[config.mk]
export PLATFORM = sky130hd
export DESIGN_NAME = video_rom_arbiter
export DESIGN_NICKNAME = d
export VERILOG_FILES = /design/src/rtl/video_rom_arbiter.sv
export SDC_FILE = /design/constraint.sdc
export NUM_CORES = 1
export LEC_CHECK = 0
export CAP_MARGIN = 20
export CORE_ASPECT_RATIO = 1.5
export CORE_UTILIZATION = 55
export CTS_CLUSTER_SIZE = 20
export DETAILED_ROUTE_END_ITERATION = 10
export GPL_ROUTABILITY_DRIVEN = 0
export PLACE_DENSITY_LB_ADDON = 0.08
export SLEW_MARGIN = 20
export SYNTH_ARGS = -nofsm -noshare
export SYNTH_HDL_FRONTEND = slang
export SYNTH_SLANG_ARGS = --single-unit
export TNS_END_PERCENT = 30
[constraint.sdc]
create_clock -name ib_clk -period 7.8 [get_ports ib_clk]
set_clock_uncertainty 0.1 [all_clocks]
set_input_delay 1.17 -clock ib_clk [delete_from_list [all_inputs] [get_ports ib_clk]]
set_output_delay 1.17 -clock ib_clk [all_outputs]
set_load 0.005 [all_outputs]
[src/rtl/video_rom_arbiter.sv]
// rtl/video_rom_arbiter.sv - two-port byte/word/dword read arbiter for the 512x32 video BIOS ROM
// Sequences ROM enable/ready, splits dword-straddling reads into two ROM reads, returns right-justified data.
module video_rom_arbiter #(
  parameter int ADDR_BITS = 11,
  parameter bit FAIR      = 1'b1
) (
  input  logic                 ib_clk,
  input  logic                 ib_rst,
  input  logic                 a_req,
  input  logic [ADDR_BITS-1:0] a_addr,
  input  logic [1:0]           a_size,
  output logic                 a_ack,
  output logic [31:0]          a_data,
  input  logic                 b_req,
  input  logic [ADDR_BITS-1:0] b_addr,
  input  logic [1:0]           b_size,
  output logic                 b_ack,
  output logic [31:0]          b_data,
  output logic                 rom_en,
  output logic [ADDR_BITS-3:0] rom_addr,
  input  logic                 rom_ready,
  input  logic [31:0]          rom_data
);

  localparam int RA = ADDR_BITS - 2;

  typedef enum logic [2:0] {IDLE, RD0, GAP, RD1, DONE} state_t;

  state_t               state_q, state_d;
  logic                 grant_q, grant_d;   // 0 = port A, 1 = port B
  logic                 last_q, last_d;
  logic [ADDR_BITS-1:0] addr_q, addr_d;
  logic [1:0]           size_q, size_d;
  logic [31:0]          lo_q, lo_d;
  logic [31:0]          a_data_q, a_data_d;
  logic [31:0]          b_data_q, b_data_d;
  logic [RA-1:0]        rom_addr_q, rom_addr_d;
  logic                 pick_b;
  logic [31:0]          result;
  logic                 load;

  function automatic logic is_split(input logic [1:0] off, input logic [1:0] size);
    if (size[1])      return off != 2'd0;
    else if (size[0]) return off == 2'd3;
    else              return 1'b0;
  endfunction

  function automatic logic [31:0] shape(input logic [63:0] hilo, input logic [1:0] off,
                                        input logic [1:0] size);
    logic [63:0] sh;
    sh = hilo >> {off, 3'b000};
    if (size[1])      return sh[31:0];
    else if (size[0]) return {16'h0000, sh[15:0]};
    else              return {24'h000000, sh[7:0]};
  endfunction

  always_comb begin
    state_d    = state_q;
    grant_d    = grant_q;
    last_d     = last_q;
    addr_d     = addr_q;
    size_d     = size_q;
    lo_d       = lo_q;
    a_data_d   = a_data_q;
    b_data_d   = b_data_q;
    rom_addr_d = rom_addr_q;
    a_ack      = 1'b0;
    b_ack      = 1'b0;
    rom_en     = 1'b0;
    pick_b     = 1'b0;
    result     = 32'h0;
    load       = 1'b0;
    case (state_q)
      IDLE: begin
        if (a_req || b_req) begin
          if (FAIR) pick_b = b_req && (!a_req || !last_q);
          else      pick_b = !a_req;
          grant_d    = pick_b;
          addr_d     = pick_b ? b_addr : a_addr;
          size_d     = pick_b ? b_size : a_size;
          rom_addr_d = addr_d[ADDR_BITS-1:2];
          state_d    = RD0;
        end
      end
      RD0: begin
        rom_en = 1'b1;
        if (rom_ready) begin
          lo_d = rom_data;
          if (is_split(addr_q[1:0], size_q)) begin
            // Second dword wraps modulo the ROM depth via natural RA-bit overflow.
            rom_addr_d = addr_q[ADDR_BITS-1:2] + {{(RA-1){1'b0}}, 1'b1};
            state_d    = GAP;
          end else begin
            result  = shape({32'h0, rom_data}, addr_q[1:0], size_q);
            load    = 1'b1;
            state_d = DONE;
          end
        end
      end
      GAP: state_d = RD1;
      RD1: begin
        rom_en = 1'b1;
        if (rom_ready) begin
          result  = shape({rom_data, lo_q}, addr_q[1:0], size_q);
          load    = 1'b1;
          state_d = DONE;
        end
      end
      DONE: begin
        a_ack   = !grant_q;
        b_ack   = grant_q;
        last_d  = grant_q;
        state_d = IDLE;
      end
      default: state_d = IDLE;
    endcase
    // Final data is registered on the last capture edge so it is valid in the ack cycle.
    if (load) begin
      if (grant_q) b_data_d = result;
      else         a_data_d = result;
    end
  end

  always_ff @(posedge ib_clk or posedge ib_rst) begin
    if (ib_rst) begin
      state_q    <= IDLE;
      grant_q    <= 1'b0;
      last_q     <= 1'b1;
      addr_q     <= '0;
      size_q     <= 2'b00;
      lo_q       <= 32'h0;
      a_data_q   <= 32'h0;
      b_data_q   <= 32'h0;
      rom_addr_q <= '0;
    end else begin
      state_q    <= state_d;
      grant_q    <= grant_d;
      last_q     <= last_d;
      addr_q     <= addr_d;
      size_q     <= size_d;
      lo_q       <= lo_d;
      a_data_q   <= a_data_d;
      b_data_q   <= b_data_d;
      rom_addr_q <= rom_addr_d;
    end
  end

  assign a_data   = a_data_q;
  assign b_data   = b_data_q;
  assign rom_addr = rom_addr_q;

endmodule
* Yosys cells after proc, flatten, opt, wreduce, memory -nomap -nowiden
Index checks and enable logic that the tools add are counted.
Word-level totals: bits in registers 123, bits of input ports 63, output and inout port bits 76, word-level logic and storage cells 70
Operators by class: $add $sub $neg 1, equality and inequality tests 9, shift-type cells 2, muxes and demuxes 32, bitwise gates (word level) 1, reduce and logical (&&, ||, !) cells 16
Operators by type and width (number):
- 32-bit two-way mux | 5
- 32-bit one-hot mux with 2 select lines | 1
- 64-bit by 5-bit >> shifter with 32-bit output | 1
- 16-bit two-way mux | 2
- 32-bit by 5-bit >> shifter with 32-bit output | 1
- 9-bit two-way mux | 3
- 9-bit one-hot mux with 2 select lines | 1
- 1-bit two-way mux | 12
- 3-bit two-way mux | 4
- 3-bit one-hot mux with 4 select lines | 1
- 11-bit two-way mux | 1
- 9-bit by 1-bit adder with 9-bit output (second input constant) | 1
- 2-bit != test (second input constant) | 4
- 2-bit AND reduction | 4
- 3-bit by 2-bit equality test with 1-bit output (second input constant) | 2
- 4-bit AND reduction | 1
- 2-bit nonzero test | 2
- 3-bit by 1-bit equality test with 1-bit output (second input constant) | 1
- 3-bit equality test (second input constant) | 1
- 1-bit zero test | 3
- 3-bit zero test | 1
- 3-bit AND reduction | 1
- 2-bit equality test (second input constant) | 1
- 1-bit logical OR | 2
- 5 further kinds | 5

* Logic depth before layout (Yosys ltp)
Gate-level depths: netlist (run 1).
word-level depth 9, depth in mapped cells 7, gate-level depth less buffers 5

* Least setup slack after synthesis (run 1)
No wires, ideal clock.
path type input to register, start input rom_ready, end register a_data_q[0] (netlist: a_data[0]), library setup time 0.125 ns, arrival time 2.452 ns, data required time 7.575 ns, setup slack 5.124 ns, cell stages on the path 7, path buffers 3, path through buf_2 and4bb_4 and3_1 buf_2 buf_2 a32o_1 mux2_2
Between the ends: cells in the longest elaborated chain, start to end 3, elaborated cells on any way between the ends 7, those cells by class mux: 6; reduce/logical: 1
RTL lines:
- start, declared | RTL line 21 | input logic rom_ready,
- 1-bit two-way mux, on equally long branches | RTL line 103, 87
- 1-bit one-hot mux with 2 select lines | RTL line 73 | case (state_q)
- 2-bit AND reduction (no line)
- end signal, assigned | RTL line 142 | a_data_q <= a_data_d;
- end, declared | RTL line 35 | logic [31:0] a_data_q, a_data_d;
Parallel ways exist; a longest one is shown, timed or not. A chain may end at the register's enable or synchronous reset.

* Worst setup path after layout (run 1)
start input rom_ready, end register b_data_q[30] (netlist: b_data[30])
Between the ends: cells in the longest elaborated chain, start to end 3, elaborated cells on any way between the ends 7, those cells by class mux: 6; reduce/logical: 1
RTL lines:
- 1-bit two-way mux, on equally long branches | RTL line 103, 87
- 1-bit one-hot mux with 2 select lines | RTL line 73
- 2-bit AND reduction (no line)
- end signal, assigned | RTL line 143 | b_data_q <= b_data_d;
- end, declared | RTL line 36 | logic [31:0] b_data_q, b_data_d;
Parallel ways exist; a longest one is shown, timed or not.

==> results of run 1 <==
## power by group through the flow
stage / sequential [mW] / combinational [mW] / clock, mW
after floorplan: 1.00 / 1.07 / 0
after global placement: 1.06 / 1.48 / 0
after detailed placement: 1.07 / 1.52 / 0
after CTS: 1.07 / 1.53 / 0.814
after global routing: 1.10 / 1.66 / 0.842
final: 1.07 / 1.55 / 0.811
## worst max-delay path, cell delays in order
cell and delay, ps:
clkdlybuf4s50_1 650, nand4b_1 850, o21a_1 440, a211oi_1 500
mux2_2 260
## through the flow
stage               instance area [µm²]  hold WS [ps]
finish                             8700           380
floorplan                          6740           345
detailed placement                 8110           367
CTS                                8700           378
global route                       8700           398
global placement                   8090           360
## final cells by class
class,instances,area (µm²),area share (%)
well taps,153,191,2.20
inverters,6,25.0,0.287
clock inverters,14,170,1.95
clock buffers,18,429,4.93
repair buffers,143,1420,16.3
multi-input cells,470,3390,38.9
flip-flops and latches,123,3080,35.4
## sequential cells by signal, indices dropped and copies added (netlist names)
name      flops
state_q       3
lo_q         32
b_data       32
size_q        2
grant_q       1
last_q        1
a_data       32
addr_q       11
rom_addr      9
## per-layer routing
metal / global-route usage [%] / routed length, µm
met1: 38.6 / 7690
met2: 52.1 / 9480
met5: 0 / 0
met4: 12.9 / 570
met3: 7.17 / 1430
## logic make-up (layout without fill, tap and decap cells)
logic type | after synthesis | after routing | share of synthesized area (%)
and+or+nand+nor | 184 | 184 | 12.8
AOI/OAI and AO/OA | 159 | 159 | 16.1
muxes | 123 | 123 | 20.7
DFF | 123 | 123 | 45.7
buffers and inverters | 59 | 181 | 4.14
xor gates and xnor gates | 3 | 3 | 0.390
adders and majority gates | 1 | 1 | 0.186
## worst min path at each step
stage / slack (ps) / to / start / cells past startpoint
after detailed placement: 370 / lo_q[7] / lo_q[7] / 2
final: 380 / lo_q[5] / lo_q[5] / 2
after global placement: 360 / lo_q[5] / lo_q[5] / 2
after floorplan: 340 / lo_q[0] / lo_q[0] / 2
after global routing: 400 / a_data[11] / a_data[11] / 1
after CTS: 380 / lo_q[5] / lo_q[5] / 2
## placed cells by master (no fill, tap or decap), drive strengths merged, types with 8 or more instances in the layout
master / instances
o21a: 8
clkdlybuf4s50: 138
mux2: 50
o21ai: 50
a22oi: 8
a2111oi: 8
a32o: 8
o2bb2ai: 24
mux4: 8
nor2: 24
clkbuf: 18
nand3: 12
a21oi: 25
dfrtp: 122
nand2: 117
mux2i: 65
a211oi: 14
o211ai: 8
inv: 9
==> impl_metrics.env, run 1 <==
export IMPL_outcome="completed"
export IMPL_die_area_um2=12700
export IMPL_ys_ff_latch=123
export IMPL_drt_total_wl_um=19200
export IMPL_synth_edff_count=0
export IMPL_cts_tree="built"
export IMPL_synthTopCellsByCount="122 x dfrtp_1, 117 x nand2_1, 65 x mux2i_1"
export IMPL_drtIter0Drc=591
export IMPL_clock_latency_ps=430
export IMPL_final_max_slew_viol_count=0
export IMPL_path_class="in -> reg"
export IMPL_fillerInstances=883
export IMPL_dr_pass1_iters=5
export IMPL_start_util_pct=56.3
export IMPL_yosys_warnings=0
export IMPL_vias_per_cell=6.26
export IMPL_cts_htree_levels=4
export IMPL_worst_pin_slew_ps=1010
export IMPL_dp_cells=895
export IMPL_sw_frac_of_total_pct=38.8
export IMPL_startpoint_type="input port"
export IMPL_crit_fanout=24
export IMPL_total_power_mw=3.43
export IMPL_post_cts_setup_buffer_count=0
export IMPL_rr_worst_depth=5
export IMPL_hold_viol=0
export IMPL_powerDensity_nw_per_um2=394
export IMPL_grt_pass1_vias=5941
export IMPL_synth_top_area_share_pct=45.3
export IMPL_syn_area_per_cell_um2=10.3
export IMPL_endpoint="b_data[30]"
export IMPL_worstHoldPathType="reg -> reg"
export IMPL_synth_async_reset_ratio_pct=100
export IMPL_rows=49
export IMPL_antenna_cells=0
export IMPL_combPwrFrac_pct=45.1
export IMPL_detail_route_wl_per_cell_um=20.7
export IMPL_crit_required_ps=8070
export IMPL_coreArea_um2=12000
export IMPL_synthCells=652
export IMPL_finalWorstSetupSlack_ps=4180
export IMPL_p_int_mw=2.10
export IMPL_dp_hpwl_um=12900
export IMPL_leakage_nw=3.82
export IMPL_hold_buffers=0
export IMPL_synth_fp_nets=716
export IMPL_numCtsBuffers=17
export IMPL_setup_violations=0
export IMPL_root_buffer="clkbuf_16"
export IMPL_setup_worst_path_end_class="flop"
export IMPL_arrival_ps=3890
export IMPL_reg2reg_setup_slack_ps=4860
export IMPL_cap_violations=0
export IMPL_grt_overflow_total=0
export IMPL_ys_seq_area_share_pct=45.7
export IMPL_synthTopCellsByArea="dfrtp_1 45%, mux2i_1 9.7%, mux2_2 8.4%"
export IMPL_antenna_found_initial=0
export IMPL_grt_pass1_wl_um=30300
export IMPL_vdd_drop_max_uv=231
export IMPL_max_freq_ghz=0.276
export IMPL_cts_buffer_depth=2
export IMPL_reg2reg_to="b_data[26]"
export IMPL_post_route_drc_count=0
export IMPL_pwr_share_seq_pct=31.2
export IMPL_cp_startpoint="rom_ready"
export IMPL_final_core_util_pct=72.8
export IMPL_synthFlopType="dfrtp_1"
export IMPL_clkPwrFrac_pct=23.7
export IMPL_syn_area_um2=6740
export IMPL_fin_crit_sh_pct=46.4
export IMPL_min_period_ps=3620
export IMPL_instances_no_fill=927
export IMPL_clock_sinks=123
export IMPL_cts_resized_gates=0
export IMPL_synth_top_area_cell="dfrtp_1"
export IMPL_grt_usage_pct=31.1
export IMPL_fin_nets=825
export IMPL_pre_cts_slack_ps=3860
export IMPL_synth_most_common_cell="dfrtp_1"
export IMPL_die_h_um=138
export IMPL_netSwitchingPower_mw=1.33
export IMPL_vias=5804
export IMPL_die_width_um=92.4
export IMPL_io_buffers=138
export IMPL_yosysUniqueCellTypes=55
export IMPL_ios=139
export IMPL_area_growth_pct=29.2
export IMPL_antenna_left=0
export IMPL_clkSlewWorstSetupHoldPaths_ps=60
export IMPL_setup_tns_final_ps=0
export IMPL_relSlewSlack_pct=32.4
export IMPL_drive_gt1_share_pct=14.1
export IMPL_grt_max_degree=68
export IMPL_rsz0062_at_grt="no"
export IMPL_rr_startpoint="addr_q[0]"
No activity file was read; power rests on OpenSTA's default activity.
==> run 2, diff against run 1 <==
- CORE_UTILIZATION: 55 -> 52
- clock period: 7.8 -> 3.7 ns (I/O delays scaled with it)
==> run 2 against run 1 <==
Clock power grew 100%. Final cell count rose by 1.4%. Critical endpoint is now b_data[18]. Combinational power increased by 110%.
==> impl_metrics.env, run 2 (synthesized netlist as in run 1, its figures left out) <==
export IMPL_outcome="completed"
export IMPL_post_route_drc_count=0
export IMPL_post_cts_setup_buffer_count=0
export IMPL_grt_max_degree=63
export IMPL_layout_common_cells="138 x clkdlybuf4s50_1, 121 x dfrtp_1, 117 x nand2_1"
export IMPL_hold_buffers=0
export IMPL_regArea_um2=3080
export IMPL_total_power_mw=7.11
export IMPL_grt_pass1_wl_um=30100
export IMPL_leakage_nw=3.86
export IMPL_antenna_found_initial=0
export IMPL_drive_gt1_share_pct=15.1
export IMPL_final_max_slew_viol_count=0
export IMPL_ios=139
export IMPL_worst_pin_slew_ps=1020
export IMPL_design_area_um2=8770
export IMPL_min_period_ps=2710
export IMPL_final_common_cell="clkdlybuf4s50_1"
export IMPL_drt_total_wl_um=18600
export IMPL_setup_worst_path_end_class="flop"
export IMPL_worstHoldPathType="reg -> reg"
export IMPL_area_growth_pct=30.3
export IMPL_setup_violations=0
export IMPL_root_buffer="clkbuf_16"
export IMPL_cts_htree_levels=4
export IMPL_dr_pass1_iters=5
export IMPL_dp_cells=908
export IMPL_clock_latency_ps=410
export IMPL_cts_tree="built"
export IMPL_max_freq_ghz=0.369
export IMPL_cpMaxStageDelayCell="dfrtp_2"
export IMPL_hold_ws_ps=384
export IMPL_crit_fanout=43
export IMPL_die_width_um=94.9
export IMPL_numCtsBuffers=17
export IMPL_combPwrFrac_pct=44.9
export IMPL_start_util_pct=53.6
export IMPL_cpPeakStageDelay_ps=710
export IMPL_crit_required_ps=3930
export IMPL_coreArea_um2=12600
export IMPL_die_h_um=141
export IMPL_startpoint_type="flop"
export IMPL_path_class="reg -> reg"
export IMPL_antenna_left=0
export IMPL_detail_route_wl_per_cell_um=19.8
export IMPL_vias_per_cell=6.16
export IMPL_rsz0062_at_grt="no"
export IMPL_cts_resized_gates=0
export IMPL_arrival_ps=2930
export IMPL_grt_overflow_total=0
export IMPL_clock_sinks=123
export IMPL_pwr_share_seq_pct=32.4
export IMPL_placedInstanceArea_um2=8190
export IMPL_dp_hpwl_um=13000
export IMPL_io_buffers=138
export IMPL_powerDensity_nw_per_um2=810
export IMPL_vdd_drop_max_uv=480
export IMPL_cap_violations=0
export IMPL_antenna_cells=0
export IMPL_fillerInstances=942
export IMPL_clkPwrFrac_pct=22.8
export IMPL_grt_pass1_vias=5722
export IMPL_instances_no_fill=940
export IMPL_fin_nets=835
export IMPL_clkSlewWorstSetupHoldPaths_ps=60
export IMPL_setup_tns_final_ps=0
export IMPL_fin_crit_sh_pct=73.2
export IMPL_cts_buffer_depth=2
export IMPL_hold_viol=0
export IMPL_netSwitchingPower_mw=2.71
export IMPL_p_int_mw=4.40
export IMPL_sw_frac_of_total_pct=38.1
export IMPL_vias=5795
export IMPL_relSlewSlack_pct=31.9
export IMPL_grt_usage_pct=29.5
export IMPL_die_area_um2=13400
export IMPL_drtIter0Drc=560
export IMPL_crit_chain="buf_4 -> mux2i_1 -> a2111oi_0 -> o211ai_1 -> o21ai_0"
export IMPL_multi_input_area_um2=3390
export IMPL_rows=50
run 2: per-layer routing:
metal | global-route usage (%) | routed length, µm | vias up
li1 | - | - | 2615
met1 | 37.9 | 7570 | 2861
met2 | 46.8 | 9090 | 266
met3 | 5.89 | 1250 | 53
met4 | 15.2 | 746 | 0
met5 | 0 | 0 | -
run 2: critical path, delay by kind of cell (launching register included):
family | cells | cell delay, ps
AOI/OAI and AO/OA | 3 | 910
DFF | 1 | 710
buffers and inverters | 1 | 650
muxes | 1 | 220
run 2: cell type report:
| cell class | count | share of cell area, % |
|---|---|---|
| clock inverters | 11 | 1.37 |
| clock buffers | 21 | 5.25 |
| repair buffers | 153 | 17.2 |
| multi-input cells | 470 | 38.6 |
| flip-flops and latches | 123 | 35.1 |
| inverters | 6 | 0.299 |
| well taps | 156 | 2.22 |
run 2: worst paths after layout:
check	start	endpoint	slack (ps)	cells after the start
worst max register to register	addr_q[0]	b_data[18]	990	5
worst max-delay path	addr_q[0]	b_data[18]	990	5
min in group asynchronous	ib_rst	a_data[9]	580	2
worst min-delay path	lo_q[6]	lo_q[6]	380	2
max in group asynchronous	ib_rst	last_q	2080	3
worst min register to register	lo_q[6]	lo_q[6]	380	2
run 2: power by group through the flow:
stage / clock (mW) / combinational, mW / sequential, mW
after floorplan: 0 / 2.26 / 2.12
after global placement: 0 / 3.10 / 2.28
after detailed placement: 0 / 3.16 / 2.31
after CTS: 1.63 / 3.18 / 2.30
after global routing: 1.70 / 3.48 / 2.38
final: 1.62 / 3.19 / 2.30
run 2: stage by stage:
stage                     util [%]  setup slack [ps]
final                         69.8               992
after floorplan                  -              1530
after global placement        65.2               999
after detailed placement      65.2               907
after CTS                     69.8              1050
after global routing          69.8               813
